`src/rtl/bcp_checker_array.sv`:
```
// rtl/bcp_checker_array.sv - multi-slot BCP clause checker with hold-until-ack result
//
// Purpose: holds CLAUSE_NUM clause slots (type/mask/valid) and evaluates them all
// against a snapshot of free/assignment, reporting a conflict or one implication.
//
// Ports:
//   clk, rst                 clock, synchronous active-high reset
//   clear_all                invalidate every slot (IDLE only, beats load_en)
//   load_en/load_idx         write one slot (IDLE only)
//   load_type/load_mask      literal polarity / literal present
//   start                    snapshot free/assignment and evaluate (IDLE only)
//   free/assignment          current variable state
//   ack                      consume the held result (RESULT only)
//   busy                     FSM not in IDLE
//   result_valid             result held on outputs
//   conflict/unit_found      outcome flags
//   imp_var/imp_value        implied variable and its value
//   imp_clause               source slot of the conflict or unit
//   unit_count               number of unit slots in this evaluation
module bcp_checker_array #(
   parameter int VAR_NUM        = 7,
   parameter int VAR_NUM_LOG    = 3,
   parameter int CLAUSE_NUM     = 4,
   parameter int CLAUSE_NUM_LOG = 2
) (
   input  logic                      clk,
   input  logic                      rst,
   input  logic                      clear_all,
   input  logic                      load_en,
   input  logic [CLAUSE_NUM_LOG-1:0] load_idx,
   input  logic [VAR_NUM-1:0]        load_type,
   input  logic [VAR_NUM-1:0]        load_mask,
   input  logic                      start,
   input  logic [VAR_NUM-1:0]        free,
   input  logic [VAR_NUM-1:0]        assignment,
   input  logic                      ack,
   output logic                      busy,
   output logic                      result_valid,
   output logic                      conflict,
   output logic                      unit_found,
   output logic [VAR_NUM_LOG-1:0]    imp_var,
   output logic                      imp_value,
   output logic [CLAUSE_NUM_LOG-1:0] imp_clause,
   output logic [CLAUSE_NUM_LOG:0]   unit_count
);

   localparam int NF_W = VAR_NUM_LOG + 1;
   localparam int UC_W = CLAUSE_NUM_LOG + 1;

   typedef enum logic [1:0] {
      ST_IDLE   = 2'd0,
      ST_EVAL   = 2'd1,
      ST_RESULT = 2'd2
   } state_t;

   state_t state_q, state_d;

   logic [CLAUSE_NUM-1:0][VAR_NUM-1:0] type_q, type_d;
   logic [CLAUSE_NUM-1:0][VAR_NUM-1:0] mask_q, mask_d;
   logic [CLAUSE_NUM-1:0]              valid_q, valid_d;
   logic [VAR_NUM-1:0]                 snap_free_q, snap_free_d;
   logic [VAR_NUM-1:0]                 snap_asg_q, snap_asg_d;

   logic                      result_valid_q, result_valid_d;
   logic                      conflict_q, conflict_d;
   logic                      unit_found_q, unit_found_d;
   logic [VAR_NUM_LOG-1:0]    imp_var_q, imp_var_d;
   logic                      imp_value_q, imp_value_d;
   logic [CLAUSE_NUM_LOG-1:0] imp_clause_q, imp_clause_d;
   logic [UC_W-1:0]           unit_count_q, unit_count_d;

   // Per-slot evaluation against the snapshot registers
   logic [CLAUSE_NUM-1:0]                  slot_sat;
   logic [CLAUSE_NUM-1:0][NF_W-1:0]        slot_nfree;
   logic [CLAUSE_NUM-1:0][VAR_NUM_LOG-1:0] slot_free_idx;
   logic [CLAUSE_NUM-1:0]                  slot_unit;
   logic [CLAUSE_NUM-1:0]                  slot_confl;

   always_comb begin
      slot_sat      = '0;
      slot_nfree    = '0;
      slot_free_idx = '0;
      slot_unit     = '0;
      slot_confl    = '0;
      for (int c = 0; c < CLAUSE_NUM; c++) begin
         for (int i = 0; i < VAR_NUM; i++) begin
            if (mask_q[c][i] && !snap_free_q[i] && (snap_asg_q[i] == type_q[c][i])) begin
               slot_sat[c] = 1'b1;
            end
            // The free-literal index is only meaningful when exactly one is free
            if (mask_q[c][i] && snap_free_q[i]) begin
               slot_nfree[c]    = slot_nfree[c] + NF_W'(1);
               slot_free_idx[c] = VAR_NUM_LOG'(i);
            end
         end
         slot_unit[c]  = valid_q[c] && !slot_sat[c] && (slot_nfree[c] == NF_W'(1));
         slot_confl[c] = valid_q[c] && !slot_sat[c] && (slot_nfree[c] == NF_W'(0));
      end
   end

   // Lowest-index selection and unit count across slots
   logic                      any_confl, any_unit;
   logic [CLAUSE_NUM_LOG-1:0] first_confl, first_unit;
   logic [UC_W-1:0]           ucount;

   always_comb begin
      any_confl   = |slot_confl;
      any_unit    = |slot_unit;
      first_confl = '0;
      first_unit  = '0;
      ucount      = '0;
      for (int c = CLAUSE_NUM - 1; c >= 0; c--) begin
         if (slot_confl[c]) first_confl = CLAUSE_NUM_LOG'(c);
         if (slot_unit[c])  first_unit  = CLAUSE_NUM_LOG'(c);
         ucount = ucount + UC_W'(slot_unit[c]);
      end
   end

   always_comb begin
      state_d        = state_q;
      type_d         = type_q;
      mask_d         = mask_q;
      valid_d        = valid_q;
      snap_free_d    = snap_free_q;
      snap_asg_d     = snap_asg_q;
      result_valid_d = result_valid_q;
      conflict_d     = conflict_q;
      unit_found_d   = unit_found_q;
      imp_var_d      = imp_var_q;
      imp_value_d    = imp_value_q;
      imp_clause_d   = imp_clause_q;
      unit_count_d   = unit_count_q;

      case (state_q)
         ST_IDLE: begin
            if (clear_all) begin
               valid_d = '0;
            end else if (load_en && ({1'b0, load_idx} < UC_W'(CLAUSE_NUM))) begin
               type_d[load_idx]  = load_type;
               mask_d[load_idx]  = load_mask;
               valid_d[load_idx] = |load_mask;
            end
            if (start) begin
               snap_free_d = free;
               snap_asg_d  = assignment;
               state_d     = ST_EVAL;
            end
         end
         ST_EVAL: begin
            result_valid_d = 1'b1;
            conflict_d     = any_confl;
            unit_found_d   = !any_confl && any_unit;
            unit_count_d   = ucount;
            imp_var_d      = '0;
            imp_value_d    = 1'b0;
            imp_clause_d   = '0;
            if (any_confl) begin
               imp_clause_d = first_confl;
            end else if (any_unit) begin
               imp_clause_d = first_unit;
               imp_var_d    = slot_free_idx[first_unit];
               imp_value_d  = type_q[first_unit][slot_free_idx[first_unit]];
            end
            state_d = ST_RESULT;
         end
         ST_RESULT: begin
            if (ack) begin
               result_valid_d = 1'b0;
               conflict_d     = 1'b0;
               unit_found_d   = 1'b0;
               imp_var_d      = '0;
               imp_value_d    = 1'b0;
               imp_clause_d   = '0;
               unit_count_d   = '0;
               state_d        = ST_IDLE;
            end
         end
         default: state_d = ST_IDLE;
      endcase
   end

   always_ff @(posedge clk) begin
      if (rst) begin
         state_q        <= ST_IDLE;
         type_q         <= '0;
         mask_q         <= '0;
         valid_q        <= '0;
         snap_free_q    <= '0;
         snap_asg_q     <= '0;
         result_valid_q <= 1'b0;
         conflict_q     <= 1'b0;
         unit_found_q   <= 1'b0;
         imp_var_q      <= '0;
         imp_value_q    <= 1'b0;
         imp_clause_q   <= '0;
         unit_count_q   <= '0;
      end else begin
         state_q        <= state_d;
         type_q         <= type_d;
         mask_q         <= mask_d;
         valid_q        <= valid_d;
         snap_free_q    <= snap_free_d;
         snap_asg_q     <= snap_asg_d;
         result_valid_q <= result_valid_d;
         conflict_q     <= conflict_d;
         unit_found_q   <= unit_found_d;
         imp_var_q      <= imp_var_d;
         imp_value_q    <= imp_value_d;
         imp_clause_q   <= imp_clause_d;
         unit_count_q   <= unit_count_d;
      end
   end

   assign busy         = (state_q != ST_IDLE);
   assign result_valid = result_valid_q;
   assign conflict     = conflict_q;
   assign unit_found   = unit_found_q;
   assign imp_var      = imp_var_q;
   assign imp_value    = imp_value_q;
   assign imp_clause   = imp_clause_q;
   assign unit_count   = unit_count_q;

endmodule

```
`config.mk`:
```
export PLATFORM = sky130hd
export DESIGN_NAME = bcp_checker_array
export DESIGN_NICKNAME = d
export VERILOG_FILES = /design/src/rtl/bcp_checker_array.sv
export SDC_FILE = /design/constraint.sdc
export NUM_CORES = 1
export LEC_CHECK = 0
export BUFFER_PORTS_ARGS = -buffer_cell sky130_fd_sc_hd__clkbuf_2
export CELL_PAD_IN_SITES_DETAIL_PLACEMENT = 0
export CELL_PAD_IN_SITES_GLOBAL_PLACEMENT = 1
export CORE_MARGIN = 2
export CORE_UTILIZATION = 25
export DETAILED_ROUTE_END_ITERATION = 12
export GPL_TIMING_DRIVEN = 0
export PLACE_DENSITY_LB_ADDON = 0.1
export RECOVER_POWER = 50
export SLEW_MARGIN = 20
export SYNTH_ARGS = -nofsm -noshare
export SYNTH_HDL_FRONTEND = slang
export SYNTH_SLANG_ARGS = --single-unit
```
`constraint.sdc`:
```
create_clock -name clk -period 5.96 [get_ports clk]
set_input_delay 0.596 -clock clk [delete_from_list [all_inputs] [get_ports clk]]
set_output_delay 0.596 -clock clk [all_outputs]
set_load 0.03 [all_outputs]
```
==> flow_summary_export.csv, run 1 <==
group,metric,value,unit
worst_setup_path,timing.rr.start,"snap_free_q[0]$_SDFFE_PP0P_",
yosys,ys_ff_latch,88,
yosys,syn-mean-instance-area,7.82,sq um
yosys,synth_nets,895,
die,fp.dieH,165,um
worst_setup_path,slowest_stage,"nor4_4",
die,die_w,165,um
drt,vias,6279,
sta,min_period_over_period,95.5,%
clocking,htree_levels,3,
power,leakage,3.21,nW
sta,setup_violations,0,
yosys,synthTopCellsByCount,"145 x nand2_1, 88 x dfxtp_1, 66 x a21oi_1, 59 x nor2_1, 38 x mux2i_1",
clocking,cts_root_buf,"clkbuf_16",
yosys,ys_warn_count,0,
worst_setup_path,crit_path_max_incr_delay,0.41,ns
placement,dpl.hpwl,20100,um
global_route,grt_pass1_vias,5975,
hold_path,hold_path.class,"primary input to register",
yosys,synth.distinct_cells,80,
sta,tightest_slew,0.998,ns
worst_setup_path,crit_arrival,5.91,ns
placement,dp.cells,1213,
worst_setup_path,start_kind,"register",
clocking,cts_tree,"yes",
power,irDropWorstVdd,0.116,mV
clocking,clk_pin_slew,0.08,ns
yosys,netlist_instances,832,
sta,timing.hold.ws,0.449,ns
die,core_area,25800,sq um
placement,numPortBuffers,46,
hold_path,worstHoldPathCells,3,
clocking,insertion_delay,0.36,ns
die,placementRows,59,
global_route,antenna_found_initial,0,
drt,drt-pass1-iter-count,5,
yosys,yosysSeqAreaShare,27.1,%
die,top_level_ports,49,
worst_setup_path,crit_end,"imp_value$_SDFFE_PP0P_",
clocking,clock-sinks,88,
global_route,grtUsageTotal,19.2,%
sta,fmax,176,MHz
worst_setup_path,end_kind,"register",
sta,skew,0.0118,ns
global_route,grt_max_degree,17,
final_layout,drive_above_1_share,15.4,%
worst_setup_path,rr_endpoint,"imp_value$_SDFFE_PP0P_",
power,power.density,181,nW/um^2
die,initial_core_util,25.2,%
worst_setup_path,crit_start,"snap_free_q[0]$_SDFFE_PP0P_",
final_layout,layout.cells.non_filler,1252,
drt,drt_wl_total,25900,um
die,die_area,27300,sq um
clocking,cts_hold_buffers,0,
worst_setup_path,r2r_slack,0.27,ns
yosys,synth_top_area_cell,"dfxtp_1",
clocking,cts_buffers,9,
drt,drt-vias-per-instance,5.02,
final_layout,fin_nets,975,
run_status,status,"finished clean",
final_layout,areaGrowthSynthToFinish,20.0,%
yosys,synth_edf_count,0,
placement,gp_congestion,0.821,
worst_setup_path,crit_type,"register to register",
yosys,async_flop_share,0,%
worst_setup_path,worst_path_most_repeated_cell,"ha_1",
clocking,clockBufferDepth,2,
worst_setup_path,cp.required,6.18,ns
drt,drt-wirelength-per-cell,20.7,um
drt,postRouteAntennaNets,0,
yosys,yosys-top-cells-area,"dfxtp_1 27%, nand2_1 8.4%, mux2i_1 5.8%",
yosys,yosys.area.top_type_share,27.1,%
yosys,synth_area,6500,sq um
global_route,grt-ovfl-total,0,
sta,maxSlewViolCount,0,
drt,drc,0,
yosys,synth_ff_type,"dfxtp_1",
sta,fin_crit,5.69,ns
final_layout,insertedDiodeCount,0,
drt,drt_first_iter_violations,401,
global_route,grt_pass1_wl,38100,um
yosys,yosysMostFrequentCell,"nand2_1",
job,cap_violations,0,
sta,relSlewSlack,33.5,%
worst_setup_path,reg2reg_depth,28,
worst_setup_path,critPathMaxFanout,10,
sta,hold_viol,0,
-- power breakdown --
group | internal, mW | switching (mW)
sequential | 0.605 | 0.0192
combinational | 0.0610 | 0.120
clock | 0.329 | 0.274
-- how the worst min path moves through the flow --
stage | from | end | slack (ns)
global placement | result_valid$_SDFFE_PP0P_ | result_valid$_SDFFE_PP0P_ | 0.46
floorplan | mask_q[1]$_SDFFE_PP0P_ | mask_q[1]$_SDFFE_PP0P_ | 0.44
CTS | assignment[5] | snap_asg_q[5]$_SDFFE_PP0P_ | 0.45
finish | assignment[5] | snap_asg_q[5]$_SDFFE_PP0P_ | 0.45
global route | assignment[4] | snap_asg_q[4]$_SDFFE_PP0P_ | 0.46
detailed placement | result_valid$_SDFFE_PP0P_ | result_valid$_SDFFE_PP0P_ | 0.46
-- placed cells by master (no fill, tap or decap), types with 9 or more instances in the layout --
master | netlist | routed
buf_4 | 1 | 25
clkbuf_16 | 0 | 9
nand4_1 | 14 | 14
clkbuf_2 | 0 | 32
ha_1 | 26 | 25
xor2_1 | 12 | 12
a211oi_1 | 14 | 11
a21oi_1 | 66 | 65
buf_2 | 12 | 11
nor2_1 | 59 | 56
mux2i_1 | 38 | 37
nand2_1 | 145 | 140
and2_1 | 18 | 16
clkbuf_1 | 31 | 44
nand3_1 | 35 | 34
xnor2_1 | 37 | 37
dfxtp_1 | 88 | 84
o21ai_0 | 23 | 22
inv_1 | 29 | 28
nand3b_1 | 24 | 24
-- sequential cells by signal, summed over array words and instances, names as in the netlist, 3 cells and up --
name,flops
type_q,28
mask_q,28
snap_free_q,7
imp_var,3
valid_q,4
snap_asg_q,7
unit_count,3
-- layer usage --
| layer | share of wire (%) | vias up | global-route usage (%) |
|---|---|---|---|
| met2 | 46 | 100 | 31.4 |
| li1 | - | 3116 | - |
| met5 | 0 | - | 0 |
| met4 | 2.3 | 0 | 5.97 |
| met1 | 49 | 3036 | 26.5 |
| met3 | 2.6 | 27 | 1.90 |
-- logic make-up after synthesis --
group	Yosys count	synth area share (%)
buffers and inverters	80	5.25
AOI/OAI and AO/OA	177	17.9
xor gates and xnor gates	62	11.0
muxes	39	6.02
and+or+nand+nor	359	27.4
adders and majority gates	27	5.31
DFF	88	27.1
-- cell type report --
cell class / count / area (sq um)
Sequential cell: 88 / 1770
Clock buffer: 9 / 225
Inverter: 29 / 109
Clock inverter: 7 / 77.6
Buffer: 51 / 253
Timing Repair Buffer: 69 / 383
Tap cell: 335 / 419
Fill cell: 2848 / 18000
Multi-Input combinational cell: 664 / 4560
-- what timing repair did --
item | in CTS | in global routing
resized for setup | 19 | 37
pin swaps | 2 | 13
buffers inserted | 3 | 19
endpoints found under the setup margin | 10 | 10
cloned | 0 | 1
-- through the flow --
stage / setup TNS (ns) / worst slack, ns / utilization, % / power (mW) / cell area, sq um
global placement: -5.88 / -0.966 / 27.8 / 0.814 / 7150
global route: -0.0193 / -0.0193 / 30.3 / 1.46 / 7800
detailed placement: -4.96 / -0.888 / 27.8 / 0.812 / 7150
CTS: 0 / 0.0207 / 29.3 / 1.41 / 7560
floorplan: 0 / 0.611 / - / 0.732 / 6500
finish: 0 / 0.271 / 30.3 / 1.41 / 7800
-- worst max-delay path: cells and delay by family, from the launching register on --
kind | cells | cell delay, ns
adder cells (fa/ha/maj) | 5 | 1.32
AND/OR/NAND/NOR | 12 | 2.29
AO/OA/AOI/OAI | 8 | 1.19
flip-flops | 1 | 0.39
buffers and inverters | 3 | 0.37
No activity file was read; power rests on OpenSTA's default activity.
==> run 2, diff against run 1 <==
CORE_ASPECT_RATIO = 1.4   (was unset)
==> run 2 against run 1 <==
Clock power up 3%. Maximum frequency up 0.83%. Power up 1.1%. Count of clock-buffer cells in the layout up 1. Cell area down 0.51%. Global-route usage up 0.22 points. Setup slack better by 0.047 ns. Via count down 1.0%. Worst hold slack better by 0.0089 ns. Core utilization up 0.19 points. Sequential share of layout area up 0.10 points.
==> flow_summary_export.csv, run 2 (synthesized netlist as in run 1, its figures left out) <==
group,metric,value,unit
worst_setup_path,crit_path_max_incr_delay,0.34,ns
power,irDropWorstVdd,0.158,mV
placement,gp_congestion,0.798,
sta,rsz0062_at_grt,"yes",
sta,skew,0.00895,ns
drt,drc,0,
worst_setup_path,end_kind,"register",
placement,dp.cells,1197,
global_route,grt_max_degree,15,
clocking,clockBufferDepth,2,
placement,numPortBuffers,46,
clocking,cts_buffers,9,
worst_setup_path,start_kind,"register",
die,initial_core_util,25.5,%
die,placementRows,69,
final_layout,final_area,7760,sq um
global_route,grt_pass1_vias,6423,
clocking,clock-sinks,88,
drt,drt-pass1-iter-count,5,
die,die_w,140,um
clocking,cts_hold_buffers,0,
sta,fmax,177,MHz
drt,drt_first_iter_violations,273,
sta,setup_violations,0,
die,fp.dieH,195,um
worst_setup_path,slowest_stage,"dfxtp_2",
worst_setup_path,cp.required,6.19,ns
worst_setup_path,path_buf_inv,5,
drt,drt_wl_total,26100,um
sta,min_period_over_period,94.7,%
clocking,insertion_delay,0.36,ns
worst_setup_path,crit_arrival,5.87,ns
sta,hold_viol,0,
clocking,htree_levels,3,
global_route,grtUsageTotal,19.4,%
final_layout,fin_nets,972,
placement,dpl.hpwl,20600,um
global_route,antenna_found_initial,0,
power,power.density,183,nW/um^2
placement,placed_area,7130,sq um
final_layout,areaGrowthSynthToFinish,19.3,%
worst_setup_path,crit_type,"register to register",
sta,fin_crit,5.64,ns
power,power.total,1.42,mW
final_layout,layout.cells.non_filler,1233,
drt,drt-wirelength-per-cell,21.2,um
die,top_level_ports,49,
drt,drt-vias-per-instance,5.04,
global_route,grt-ovfl-total,0,
drt,postRouteAntennaNets,0,
sta,timing.hold.ws,0.458,ns
final_layout,layout_commonest_cell,"nand2_1",
worst_setup_path,cp_top_family,"compound AO/OA/AOI/OAI gates",
die,core_area,25500,sq um
worst_setup_path,critPathMaxFanout,10,
die,die_area,27300,sq um
final_layout,fill_cells,2807,
clocking,clk_pin_slew,0.07,ns
hold_path,hold_path.class,"primary input to register",
drt,vias,6215,
sta,tightest_slew,0.858,ns
final_layout,reg.largest.list,"mask_q: 28 flops, type_q: 28 flops",
job,cap_violations,0,
power,leakage,3.20,nW
sta,maxSlewViolCount,0,
final_layout,final_cell_mix,"143 x nand2_1, 85 x dfxtp_1, 65 x a21oi_1",
global_route,grt_pass1_wl,39500,um
worst_setup_path,worst_path_most_repeated_cell,"ha_1",
worst_setup_path,r2r_slack,0.32,ns
clocking,cts_root_buf,"clkbuf_16",
run_status,status,"finished clean",
sta,relSlewSlack,42.8,%
final_layout,insertedDiodeCount,0,
final_layout,utilization,30.5,%
clocking,cts_tree,"yes",
final_layout,drive_above_1_share,14.7,%
==> run 2: through the flow <==
step	TNS [ns]	worst slack, ns
2_1_floorplan	0	0.611
3_3_place_gp	-4.93	-0.864
3_5_place_dp	-4.80	-0.840
4_1_cts	0	0.0218
5_1_grt	-0.0980	-0.0927
6_report	0	0.318
==> run 2: tightest hold or removal path: stages <==
cell and delay (ns):
clkbuf_2 0.08, nand2_1 0.04, a21oi_1 0.05
==> run 2: where the power goes <==
part | total (mW) | internal [mW] | switching (mW)
Combinational | 0.179 | 0.0611 | 0.118
Clock | 0.620 | 0.366 | 0.254
Sequential | 0.625 | 0.605 | 0.0198
Total | 1.42 | 1.03 | 0.391
==> run 2: cell type report <==
type	count	area (sq um)	area share, %
multi-input combinational	664	4560	58.8
sequential	88	1770	22.8
tap	319	399	5.14
timing repair buffer	66	362	4.66
buffer	51	250	3.22
clock buffer	10	229	2.95
inverter	29	109	1.40
clock inverter	6	83.8	1.08
==> run 2: worst paths after layout <==
kind,from,end,depth (start not counted)
setup / recovery,snap_free_q[1]$_SDFFE_PP0P_,imp_value$_SDFFE_PP0P_,29
setup reg to reg,snap_free_q[1]$_SDFFE_PP0P_,imp_value$_SDFFE_PP0P_,29
hold reg to reg,unit_found$_SDFFE_PP0P_,unit_found$_SDFFE_PP0P_,2
hold / removal,assignment[3],snap_asg_q[3]$_SDFFE_PP0P_,3
==> run 2: metal layers <==
metal  wire length [um]  global-route usage (%)  up-vias
met2              13700                    35.7       89
li1                   -                       -     3111
met1              11000                    22.6     2974
met5                  0                       0        -
met4                893                    8.01        0
met3                552                    2.09       41
==> run 2: timing repair <==
item,4_1_cts,5_1_grt
setup endpoints to repair,10,9
pin swaps,2,4
gates cloned,0,1
buffers inserted,4,15
resized for setup,16,32
